--- src/rtl/exe_stage.sv ---
// ============================================================================
// exe_stage -- execute stage of the 5-stage in-order MIPS pipeline.
//
// Latches the decode bus over the valid/allowin handshake, computes the ALU
// result, runs an iterative 32-cycle shift-and-add multiplier for MUL, issues
// the data SRAM request for loads/stores in the handoff cycle and forwards
// pc, load flag, writeback info and result to the memory stage.
//
// Ports:
//   clk              clock
//   reset            asynchronous, active-high reset
//   ms_allowin       memory stage can accept this cycle
//   es_allowin       execute stage can accept this cycle
//   ds_to_es_valid   decode holds a valid instruction
//   ds_to_es_bus     {pc, alu_op[3:0], load_op, store_op, rf_we, rf_addr[4:0],
//                     src1, src2, store_data}, MSB first
//   es_to_ms_valid   result valid toward memory stage
//   es_to_ms_bus     {pc, load_op, rf_we, rf_addr[4:0], alu_result}, MSB first
//   data_sram_en     data SRAM access enable (handoff cycle only)
//   data_sram_wen    byte write enables (all four for a store)
//   data_sram_addr   byte address (= alu_result)
//   data_sram_wdata  store data
//
// Optional feature, macro EXE_FWD_BUS_EN:
//   adds es_fwd_bus[38:0] = {valid & rf_we, valid & load_op, rf_addr,
//   alu_result} for decode-stage bypass and load-use stall detection; all
//   zero while the stage is empty.
// ============================================================================
module exe_stage #(
   parameter int DS_TO_ES_BUS_WD = 140,
   parameter int ES_TO_MS_BUS_WD = 71
) (
   input  logic                       clk,
   input  logic                       reset,
   input  logic                       ms_allowin,
   output logic                       es_allowin,
   input  logic                       ds_to_es_valid,
   input  logic [DS_TO_ES_BUS_WD-1:0] ds_to_es_bus,
   output logic                       es_to_ms_valid,
   output logic [ES_TO_MS_BUS_WD-1:0] es_to_ms_bus,
   output logic                       data_sram_en,
   output logic [3:0]                 data_sram_wen,
   output logic [31:0]                data_sram_addr,
   output logic [31:0]                data_sram_wdata
`ifdef EXE_FWD_BUS_EN
   ,
   output logic [38:0]                es_fwd_bus
`endif
);

   localparam logic [3:0] OP_ADD  = 4'd0;
   localparam logic [3:0] OP_SUB  = 4'd1;
   localparam logic [3:0] OP_AND  = 4'd2;
   localparam logic [3:0] OP_OR   = 4'd3;
   localparam logic [3:0] OP_XOR  = 4'd4;
   localparam logic [3:0] OP_NOR  = 4'd5;
   localparam logic [3:0] OP_SLT  = 4'd6;
   localparam logic [3:0] OP_SLTU = 4'd7;
   localparam logic [3:0] OP_SLL  = 4'd8;
   localparam logic [3:0] OP_SRL  = 4'd9;
   localparam logic [3:0] OP_SRA  = 4'd10;
   localparam logic [3:0] OP_LUI  = 4'd11;
   localparam logic [3:0] OP_MUL  = 4'd12;

   typedef enum logic [1:0] {
      MUL_IDLE = 2'd0,
      MUL_BUSY = 2'd1,
      MUL_DONE = 2'd2
   } mul_state_t;

   // -------------------------------------------------------------------------
   // Pipeline register and handshake
   // -------------------------------------------------------------------------
   logic                       es_valid;
   logic [DS_TO_ES_BUS_WD-1:0] es_bus;
   logic                       es_ready_go;
   logic                       fire;

   logic [31:0] pc;
   logic [3:0]  alu_op;
   logic        load_op;
   logic        store_op;
   logic        rf_we;
   logic [4:0]  rf_addr;
   logic [31:0] src1;
   logic [31:0] src2;
   logic [31:0] store_data;

   assign {pc, alu_op, load_op, store_op, rf_we, rf_addr,
           src1, src2, store_data} = es_bus;

   assign es_allowin     = ~es_valid | (es_ready_go & ms_allowin);
   assign es_to_ms_valid = es_valid & es_ready_go;
   assign fire           = es_valid & es_ready_go & ms_allowin;

   // NOTE: sequential state is written with non-blocking assignments so every
   // register samples the pre-edge values of its neighbours.
   always_ff @(posedge clk or posedge reset) begin
      if (reset) begin
         es_valid <= 1'b0;
      end else if (es_allowin) begin
         es_valid <= ds_to_es_valid;
      end
   end

   // The bus register is cleared on reset so the output bus and SRAM address
   // read as zero while the stage is empty after reset.
   always_ff @(posedge clk or posedge reset) begin
      if (reset) begin
         es_bus <= '0;
      end else if (es_allowin && ds_to_es_valid) begin
         es_bus <= ds_to_es_bus;
      end
   end

   // -------------------------------------------------------------------------
   // Iterative multiplier: one shift-and-add step per BUSY cycle
   // -------------------------------------------------------------------------
   mul_state_t  mul_state;
   mul_state_t  mul_state_next;
   logic [31:0] acc;
   logic [31:0] mcand;
   logic [31:0] mplier;
   logic [4:0]  cnt;
   logic        is_mul;

   assign is_mul = (alu_op == OP_MUL);

   always_ff @(posedge clk or posedge reset) begin
      if (reset) begin
         mul_state <= MUL_IDLE;
      end else begin
         mul_state <= mul_state_next;
      end
   end

   // NOTE: every signal written in a combinational block gets a default first,
   // so no path through the case statement can infer a latch.
   always_comb begin
      mul_state_next = mul_state;
      case (mul_state)
         MUL_IDLE: if (es_valid && is_mul) mul_state_next = MUL_BUSY;
         MUL_BUSY: if (cnt == 5'd31)       mul_state_next = MUL_DONE;
         MUL_DONE: if (ms_allowin)         mul_state_next = MUL_IDLE;
         default:                          mul_state_next = MUL_IDLE;
      endcase
   end

   // A MUL holds the stage until its product is ready; all else is one cycle.
   always_comb begin
      es_ready_go = 1'b1;
      if (is_mul) begin
         es_ready_go = (mul_state == MUL_DONE);
      end
   end

   always_ff @(posedge clk or posedge reset) begin
      if (reset) begin
         acc    <= '0;
         mcand  <= '0;
         mplier <= '0;
         cnt    <= '0;
      end else begin
         case (mul_state)
            MUL_IDLE: begin
               if (es_valid && is_mul) begin
                  acc    <= '0;
                  mcand  <= src1;
                  mplier <= src2;
                  cnt    <= '0;
               end
            end
            MUL_BUSY: begin
               acc    <= acc + (mplier[0] ? mcand : 32'd0);
               mcand  <= mcand << 1;
               mplier <= mplier >> 1;
               cnt    <= cnt + 5'd1;
            end
            default: ;
         endcase
      end
   end

   // -------------------------------------------------------------------------
   // ALU
   // -------------------------------------------------------------------------
   logic [31:0] alu_result;
   logic [4:0]  shamt;

   assign shamt = src1[4:0];

   always_comb begin
      alu_result = 32'd0;
      case (alu_op)
         OP_ADD:  alu_result = src1 + src2;
         OP_SUB:  alu_result = src1 - src2;
         OP_AND:  alu_result = src1 & src2;
         OP_OR:   alu_result = src1 | src2;
         OP_XOR:  alu_result = src1 ^ src2;
         OP_NOR:  alu_result = ~(src1 | src2);
         OP_SLT:  alu_result = {31'd0, $signed(src1) < $signed(src2)};
         OP_SLTU: alu_result = {31'd0, src1 < src2};
         OP_SLL:  alu_result = src2 << shamt;
         OP_SRL:  alu_result = src2 >> shamt;
         OP_SRA:  alu_result = $signed(src2) >>> shamt;
         OP_LUI:  alu_result = {src2[15:0], 16'h0000};
         OP_MUL:  alu_result = acc;
         default: alu_result = 32'd0;
      endcase
   end

   // -------------------------------------------------------------------------
   // Data SRAM request and output bus
   // -------------------------------------------------------------------------
   // Gating on fire issues exactly one request per memory instruction, even
   // when the memory stage stalls it for several cycles.
   assign data_sram_en    = fire & (load_op | store_op);
   assign data_sram_wen   = {4{fire & store_op}};
   assign data_sram_addr  = alu_result;
   assign data_sram_wdata = store_data;

   assign es_to_ms_bus = {pc, load_op, rf_we, rf_addr, alu_result};

`ifdef EXE_FWD_BUS_EN
   assign es_fwd_bus = es_valid ? {rf_we, load_op, rf_addr, alu_result} : 39'd0;
`endif

endmodule
--- config.mk ---
export PLATFORM = sky130hd
export DESIGN_NAME = exe_stage
export DESIGN_NICKNAME = d
export VERILOG_FILES = /design/src/rtl/exe_stage.sv
export SDC_FILE = /design/constraint.sdc
export NUM_CORES = 1
export LEC_CHECK = 0
export ABC_AREA = 1
export BUFFER_PORTS_ARGS = -buffer_cell sky130_fd_sc_hd__buf_2
export CAP_MARGIN = 10
export CELL_PAD_IN_SITES_DETAIL_PLACEMENT = 1
export CELL_PAD_IN_SITES_GLOBAL_PLACEMENT = 1
export CORE_MARGIN = 2
export CORE_UTILIZATION = 45
export DETAILED_ROUTE_END_ITERATION = 12
export HOLD_SLACK_MARGIN = 0.02
export PLACE_DENSITY_LB_ADDON = 0.05
export SLEW_MARGIN = 0
export SYNTH_ARGS = -nofsm -noshare
export SYNTH_HDL_FRONTEND = slang
export SYNTH_SLANG_ARGS = --single-unit
--- constraint.sdc ---
create_clock -name clk -period 26.8 [get_ports clk]
set_input_delay 5.36 -clock clk [delete_from_list [all_inputs] [get_ports clk]]
set_output_delay 5.36 -clock clk [all_outputs]
set_load 0.02 [all_outputs]
Word level (Yosys, flattened, before mapping). Index checks and enable logic that the tools add are counted.

Register bits: 244. Input port bits: 144.

Add/sub/neg operators: 4. Order comparisons: 2. Equal/unequal tests: 18. Shift operators: 3. Multiplexer cells: 15. Bitwise logic cells: 12. Reduce and logical (&&, ||, !) cells: 7.

Operators by type and width (count): $pmux 32 s13 (1); $pmux 32 s2 (3); $mux 32 (4); $add 32x32->32 (2); $lt 32x32->1 (2); $and 32x32->32 (1); $not 32->32 (1); $or 32x32->32 (1); $shl 32x5->32 (1); $shr 32x5->32 (1); $sshr 32x5->32 (1); $sub 32x32->32 (1); $xor 32x32->32 (1); $eq 4x4->1 const B (5); $eq 4x3->1 const B (4); $pmux 5 s2 (1); $eq 4x2->1 const B (2); $mux 2 (3); $ne 2x2->1 const B (3); $pmux 2 s3 (1); $add 5x1->5 const B (1); $and 1x1->1 (5); $eq 5x5->1 const B (1); $mux 5 (1); 12 further kinds (14).

Depth between registers and ports, before layout. Gate-level depths: netlist (run 1).

Depth after elaboration: 5. Gate-level depth with buffers: 19.

Least setup slack after synthesis (run 1). OpenSTA, ideal clock, no wires.

Path kind: input port to output port. Start: in ms_allowin. End: out data_sram_wen[1]. Data arrival time: 6029 ps. Required time: 21440 ps. Path slack: 15411 ps. Cell stages on the path: 3. Buffers on the path: 1. Cells stage by stage: nand2_1 nor2_1 buf_4.

Word-level cells in the longest chain between the ends: 2.

Ends and longest elaborated chain: from (decl) (line 35) `input logic ms_allowin,`; $and 1x1->1 (line 94) `assign fire = es_valid & es_ready_go & ms_allowin;`; $and 1x1->1 (line 218) `assign data_sram_wen = {4{fire & store_op}};`; to (decl) (line 42) `output logic [3:0] data_sram_wen,`.

No other way between the ends.

Worst setup path in the final report (run 1).
Start: in ms_allowin. End: out data_sram_wen[2].

The elaborated chain is that of the path after synthesis.

==> results of run 1 <==
logic make-up (layout without fill, tap and decap cells):
group           count (synthesis)  count (layout)  share of synthesized area [%]
xor+xnor                        9               9                          0.342
flops                         244             244                           26.5
other cells                     0               1                              0
compound gates                476             476                           11.7
buf+inv                       687             787                           13.6
simple gates                 2052            2052                           37.0
fa+ha+maj                     136             136                           7.48
mux                            71              71                           3.47
critical path, cell delays in order:
cell     delay, ns
buf_2         0.19
nand2_1       0.12
nor2_1        0.29
buf_2         0.24
cells in the mapped netlist (6+ instances only):
library cell,n
a21oi_1,179
a31oi_1,36
and2_1,8
buf_1,14
buf_2,41
buf_4,118
buf_6,7
clkbuf_1,78
dfrtp_1,244
ha_1,133
inv_1,420
inv_2,6
mux2_1,54
mux2_2,17
nand2_1,1152
nand3_1,427
nand3b_1,9
nand4_1,48
nor2_1,362
nor3_1,23
o2111ai_1,7
o211ai_1,44
o21ai_0,150
o21bai_1,15
o22ai_1,23
or2_2,6
xor2_1,8
path summary, 6_finish.rpt:
kind / endpoint / slack, ns / startpoint
max: data_sram_wen[2] / 15.23 / ms_allowin
min: es_bus[98] / 0.49 / es_bus[98]
max reg2reg: es_bus[71] / 22.31 / es_bus[105]
min reg2reg: es_bus[98] / 0.49 / es_bus[98]
max in group asynchronous: es_bus[65] / 19.58 / reset
min in group asynchronous: es_bus[139] / 4.95 / reset
per-stage QoR:
step / hold WS [ns] / instance area (µm²) / power, mW
after floorplan: 0.449 / 23100 / 1.66
after global placement: 0.465 / 24000 / 2.10
after detailed placement: 0.479 / 24000 / 2.20
after CTS: 0.490 / 25000 / 2.66
after global routing: 0.514 / 25000 / 2.86
final: 0.490 / 25000 / 2.73
power by group:
group	internal (mW)	total [mW]	switching, mW
clock	0.241	0.420	0.179
sequential	0.486	0.618	0.132
combinational	0.456	1.69	1.24
total	1.18	2.73	1.55
state kept, by name, summed over array words and instances (netlist names):
register and count:
mplier 32, es_valid 1, es_bus 140, mul_state 2, cnt 5, acc 32, mcand 32
final cells by class:
type	instances	area (µm²)	area share, %
Multi-Input combinational cell	2744	13900	55.4
Sequential cell	244	6110	24.4
Clock inverter	9	154	0.615
Timing Repair Buffer	310	1610	6.45
Antenna cell	1	2.50	0.0100
Tap cell	672	841	3.36
Clock buffer	41	820	3.28
Inverter	427	1610	6.44
routing by layer:
layer | routed length (µm) | part of all wire (%) | vias up | track usage (%)
li1 | - | - | 11900 | -
met3 | 10800 | 8.7 | 483 | 8.67
met4 | 9330 | 7.5 | 8 | 28.9
met2 | 55700 | 45 | 1694 | 73.4
met1 | 48000 | 39 | 13400 | 56.2
met5 | 57 | 0.046 | - | 0
==> metrics.txt, run 1 <==
cts hold-fix bufs=0; max-slew violations=0; max_slew headroom=21.3%; gpl congestion=1.11; routed len/inst=27.8 µm; CTS tree=done; largest net degree at the start of global routing=128; period utilization=43.2%; WHS Path Cells=1; Req. time, crit path=21.44 ns; Slew @ Worst Pin=1.18 ns; Hold Crit Class=reg2reg; Ys Warns=0; worst vdd ir=0.0674 mV; critical path type=in2out; mapped cell area=0.0231 mm²; Post-Place Setup Slack=15.24 ns; Worst-path clk slew=0.06 ns; Mapped Nets=3955; filler cell count=6891; Layout Nets=4035; H-tree levels=1; Synth cell types=50; DRC=0; die area=0.0531 mm²; vias in the first global route=28100; Layout Skew=0.0666 ns; most common cell after layout, fill and taps aside=nand2_1; Critical Path Sink Type=primary output; Critical Path Source Type=primary input; GRT Util Overall=45.6%; worst skew pair latency=0.63 ns; initial antenna violation count=8; fmax=0.0864 GHz; # IOs=286; crit path max fanout=4; Syn Inst Count=3675; Core ar.=0.0504 mm²; commonest cells after routing, fill and taps aside=1150 x nand2_1, 427 x nand3_1, 418 x inv_1, 360 x nor2_1, 285 x buf_2; Yosys top cell area share=26.5%; Area contributors post-synth=dfrtp_1 26%, nand2_1 19%, nand3_1 9.3%; Synth Area per Inst=6.27 µm²; Post-synth ARST share=100%; initial DRC count=3211; arrival time at the worst endpoint=6.21 ns; die width=230 µm; Setup violations, final=0; clock sinks=244; Final Non-Filler Cells=4448; CTS root buffer=clkbuf_16; setup_tns=0 ns; min Tclk post-route=11.57 ns; first-pass GRT wire length=182 mm; Final Util=49.6%; DRT Pass-1 Iters=8; via count=27600; post-route ant nets=0; PortBufs=285; ys flop type=dfrtp_1; Starting Density=45.8%; Post-CTS Setup Bufs=0; CTS max path bufs=3; # rows=82; max-cap violations=0; CTS Buf Count=28; R2R depth=11; share of the yosys chip area belonging to registers=26.5%; DRT Wirelength=124 mm; total grt overflow=0; PD cells=109 mW/mm²; P_leak=13.4 nW; drt via density=6.19; Die Y-Extent=230 µm; post_cts resized=0; Post-synth EDFFs=0; post-detail-place hpwl=94.0 mm; DP Cell Count=4397; fraction of layout cells with a size suffix above 1=10.8%; RSZ-0062 raised after global routing=false; status=complete, no violations; Final Hold Fails=0; Final WS setup=15.23 ns; leading area contributor after synthesis=dfrtp_1; area delta synth->final=8.44%; number of synthesized register bits=244
(Power assumes the default switching activity.)
==> inputs of run 2 (changes only) <==
Settings changed: ABC_AREA 1 to 0, CORE_UTILIZATION 45 to 40.
Clock period 26.8 ns to 10.23 ns, I/O delays scaled along.
==> metrics.txt, run 2 <==
status=complete, no violations; min Tclk post-route=7.73 ns; share of the yosys chip area belonging to registers=28.9% (+2.4 points); WHS Path Cells=1 (unchanged); crit path buf inv count=2 (unchanged); Synth cell types=82 (+64%); Critical Path Sink Type=primary output; via count=20700 (-25%); design area=0.0232 mm² (-7.2%); Setup violations, final=0 (unchanged); multiplexer area fraction after synthesis=12.2% (+8.8 points); most common cell in the synthesized netlist=nand2_1; largest family of logic cells by synthesized area=compound AO/OA/AOI/OAI gates; GRT Util Overall=34.3% (-11 points); largest net degree at the start of global routing=120 (-6.3%); critical path startpoint=es_bus[65]; Core ar.=0.0523 mm² (+3.9%); Top reg by flops=es_bus; # IOs=286 (unchanged); CP top delay family=compound AO/OA/AOI/OAI gates; Mapped Nets=2839 (-28%); Top Metal Used=met5; max_slew headroom=21.0% (-0.27 points); first-pass GRT wire length=139 mm (-23%); Worst-path clk slew=0.06 ns (about the same); H-tree levels=1 (unchanged); CTS max path bufs=3 (unchanged); die area=0.0547 mm² (+3.0%); cts hold-fix bufs=0 (unchanged); Ys Warns=0 (unchanged); leading area contributor after synthesis=dfrtp_1; worst skew pair latency=0.61 ns (-0.02 ns); met1 wire length=40.9 mm (-15%); max-slew violations=0 (unchanged); vias in the first global route=20900 (-26%); Layout Skew=0.0392 ns (-0.0274 ns); Critical Path Source Type=flop; Area contributors post-synth=dfrtp_1 29%, ha_1 7.9%, nand2_1 6.2%; slowest CP cell=dfrtp_2; crit path max fanout=25 (+21); post_cts resized=0 (unchanged); setup_tns=0 ns (unchanged); arrival time at the worst endpoint=5.68 ns (-0.53 ns); most common cell after layout, fill and taps aside=nand2_1; Crit Reg-Reg Endpoint=acc[31]; Die Y-Extent=234 µm (+1.5%); worst r2r src=mplier[0]; Slew @ Worst Pin=1.18 ns (+0.00833 ns); # rows=84 (+2.4%); commonest cells after routing, fill and taps aside=350 x nand2_1, 285 x buf_2, 240 x dfrtp_1, 233 x nor2_1, 221 x o21ai_0; clock sinks=244 (unchanged); cell breakdown of the critical path=clkinv_1 > ha_1 > o21bai_1 > a21oi_1 > o21ai_0 > a41oi_1 > o21ai_0 > nand2_1 > o221a_2 > o221ai_1 > buf_2; Post-synth ARST share=100% (unchanged); critical path type=reg2out; Starting Density=40.4% (-5.4 points); Syn Inst Count=2559 (-30%); DRT Wirelength=95.3 mm (-23%); Synth Area per Inst=8.25 µm² (+32%); metal2 WL=43.1 mm (-23%); Final Hold Fails=0 (unchanged); DRT Pass-1 Iters=6 (-2); fraction of layout cells with a size suffix above 1=21.1% (+10 points); Yosys top cell area share=28.9% (+2.4 points); P_leak=10.2 nW (-24%); max incr delay on CP=0.76 ns (+0.47 ns); initial DRC count=1981 (-38%); compound-gate portion of the synthesized area=23.4% (+12 points); ys flop type=dfrtp_1; hold endpoint=es_bus[19]; gpl congestion=0.990 (-11%); fmax=0.129 GHz; placed instance area=0.0221 mm² (-7.8%); reg2reg setup slack=5.56 ns (-16.75 ns); drt via density=6.22 (+0.44%); Synth Area in Simple Gates=16.5% (-20 points); CP dominant cell by count=o21ai_0; routed len/inst=28.7 µm (+2.9%); number of synthesized register bits=244 (unchanged); post-detail-place hpwl=72.7 mm (-23%); CTS root buffer=clkbuf_16; routed wl met3=6.15 mm (-43%); die width=234 µm (+1.5%); R2R depth=11 (unchanged); CTS tree=done; Req. time, crit path=8.18 ns (-13.26 ns); CTS Buf Count=30 (+7.1%); Adder-Cell Fraction of Synth Area=8.16% (+0.69 points); RSZ-0062 raised after global routing=false; Post-CTS Setup Bufs=0 (unchanged); max reg flops=140 (unchanged); worst vdd ir=0.146 mV (+120%); period utilization=75.5%; area delta synth->final=9.91%; PortBufs=285 (unchanged); Post-synth EDFFs=0 (unchanged); filler cell count=6294 (-8.7%); max-cap violations=0 (unchanged); mapped cell area=0.0211 mm² (-8.4%); PD cells=288 mW/mm² (+160%); Hold Path Origin=es_bus[19]; Layout Nets=2895 (-28%); initial antenna violation count=1 (-7); DRC=0 (unchanged); post-route ant nets=0 (unchanged); Post-synth top cells=350 x nand2_1, 244 x dfrtp_1, 238 x nor2_1; Hold Crit Class=reg2reg; total grt overflow=0 (unchanged); Post-Synth XOR/XNOR Area=1.41% (+1.1 points)
[run 2: worst max path at each step]
stage                         endpoint  slack, ns  cells after the start
finish                es_to_ms_bus[23]       2.50                     11
global route        data_sram_addr[27]       2.35                     12
CTS                   es_to_ms_bus[23]       2.66                     11
detailed placement  data_sram_addr[27]       3.26                     12
global placement      es_to_ms_bus[23]       3.46                     11
floorplan                       acc[0]       1.48                      1
[run 2: logic make-up after synthesis]
kind of cell / after synthesis
multiplexers: 178
adder cells (fa/ha/maj): 136
buffers and inverters: 401
XOR/XNOR: 34
flip-flops: 244
AO/OA/AOI/OAI: 765
AND/OR/NAND/NOR: 801
[run 2: layer usage]
metal  vias up  track usage [%]
met5         -                0
met4         2             16.4
met3       203             4.82
met2       850             54.2
met1     10400             46.2
li1       9211                -
[run 2: metrics by stage]
step	power [mW]	utilization, %	cells	setup slack, ns	hold slack, ns
floorplan	4.30	-	2559	1.48	0.465
global placement	5.38	42.3	3271	3.46	0.484
detailed placement	5.48	42.3	3271	3.26	0.491
CTS	6.65	44.3	3326	2.66	0.504
global route	7.11	44.3	3326	2.35	0.509
finish	6.68	44.4	3327	2.50	0.502
[run 2: power breakdown]
group          internal [mW]  switching (mW)
Sequential              1.28           0.437
Combinational           1.36            2.45
Clock                  0.691           0.458
Total                   3.33            3.34
[run 2: cell type report]
cell class / count / area (µm²) / area share (%)
Antenna cell: 1 / 2.50 / 0.0108
Clock buffer: 41 / 862 / 3.71
Clock inverter: 14 / 203 / 0.873
Inverter: 107 / 409 / 1.76
Multi-Input combinational cell: 1914 / 13100 / 56.4
Sequential cell: 244 / 6110 / 26.3
Tap cell: 688 / 861 / 3.71
Timing Repair Buffer: 318 / 1670 / 7.21
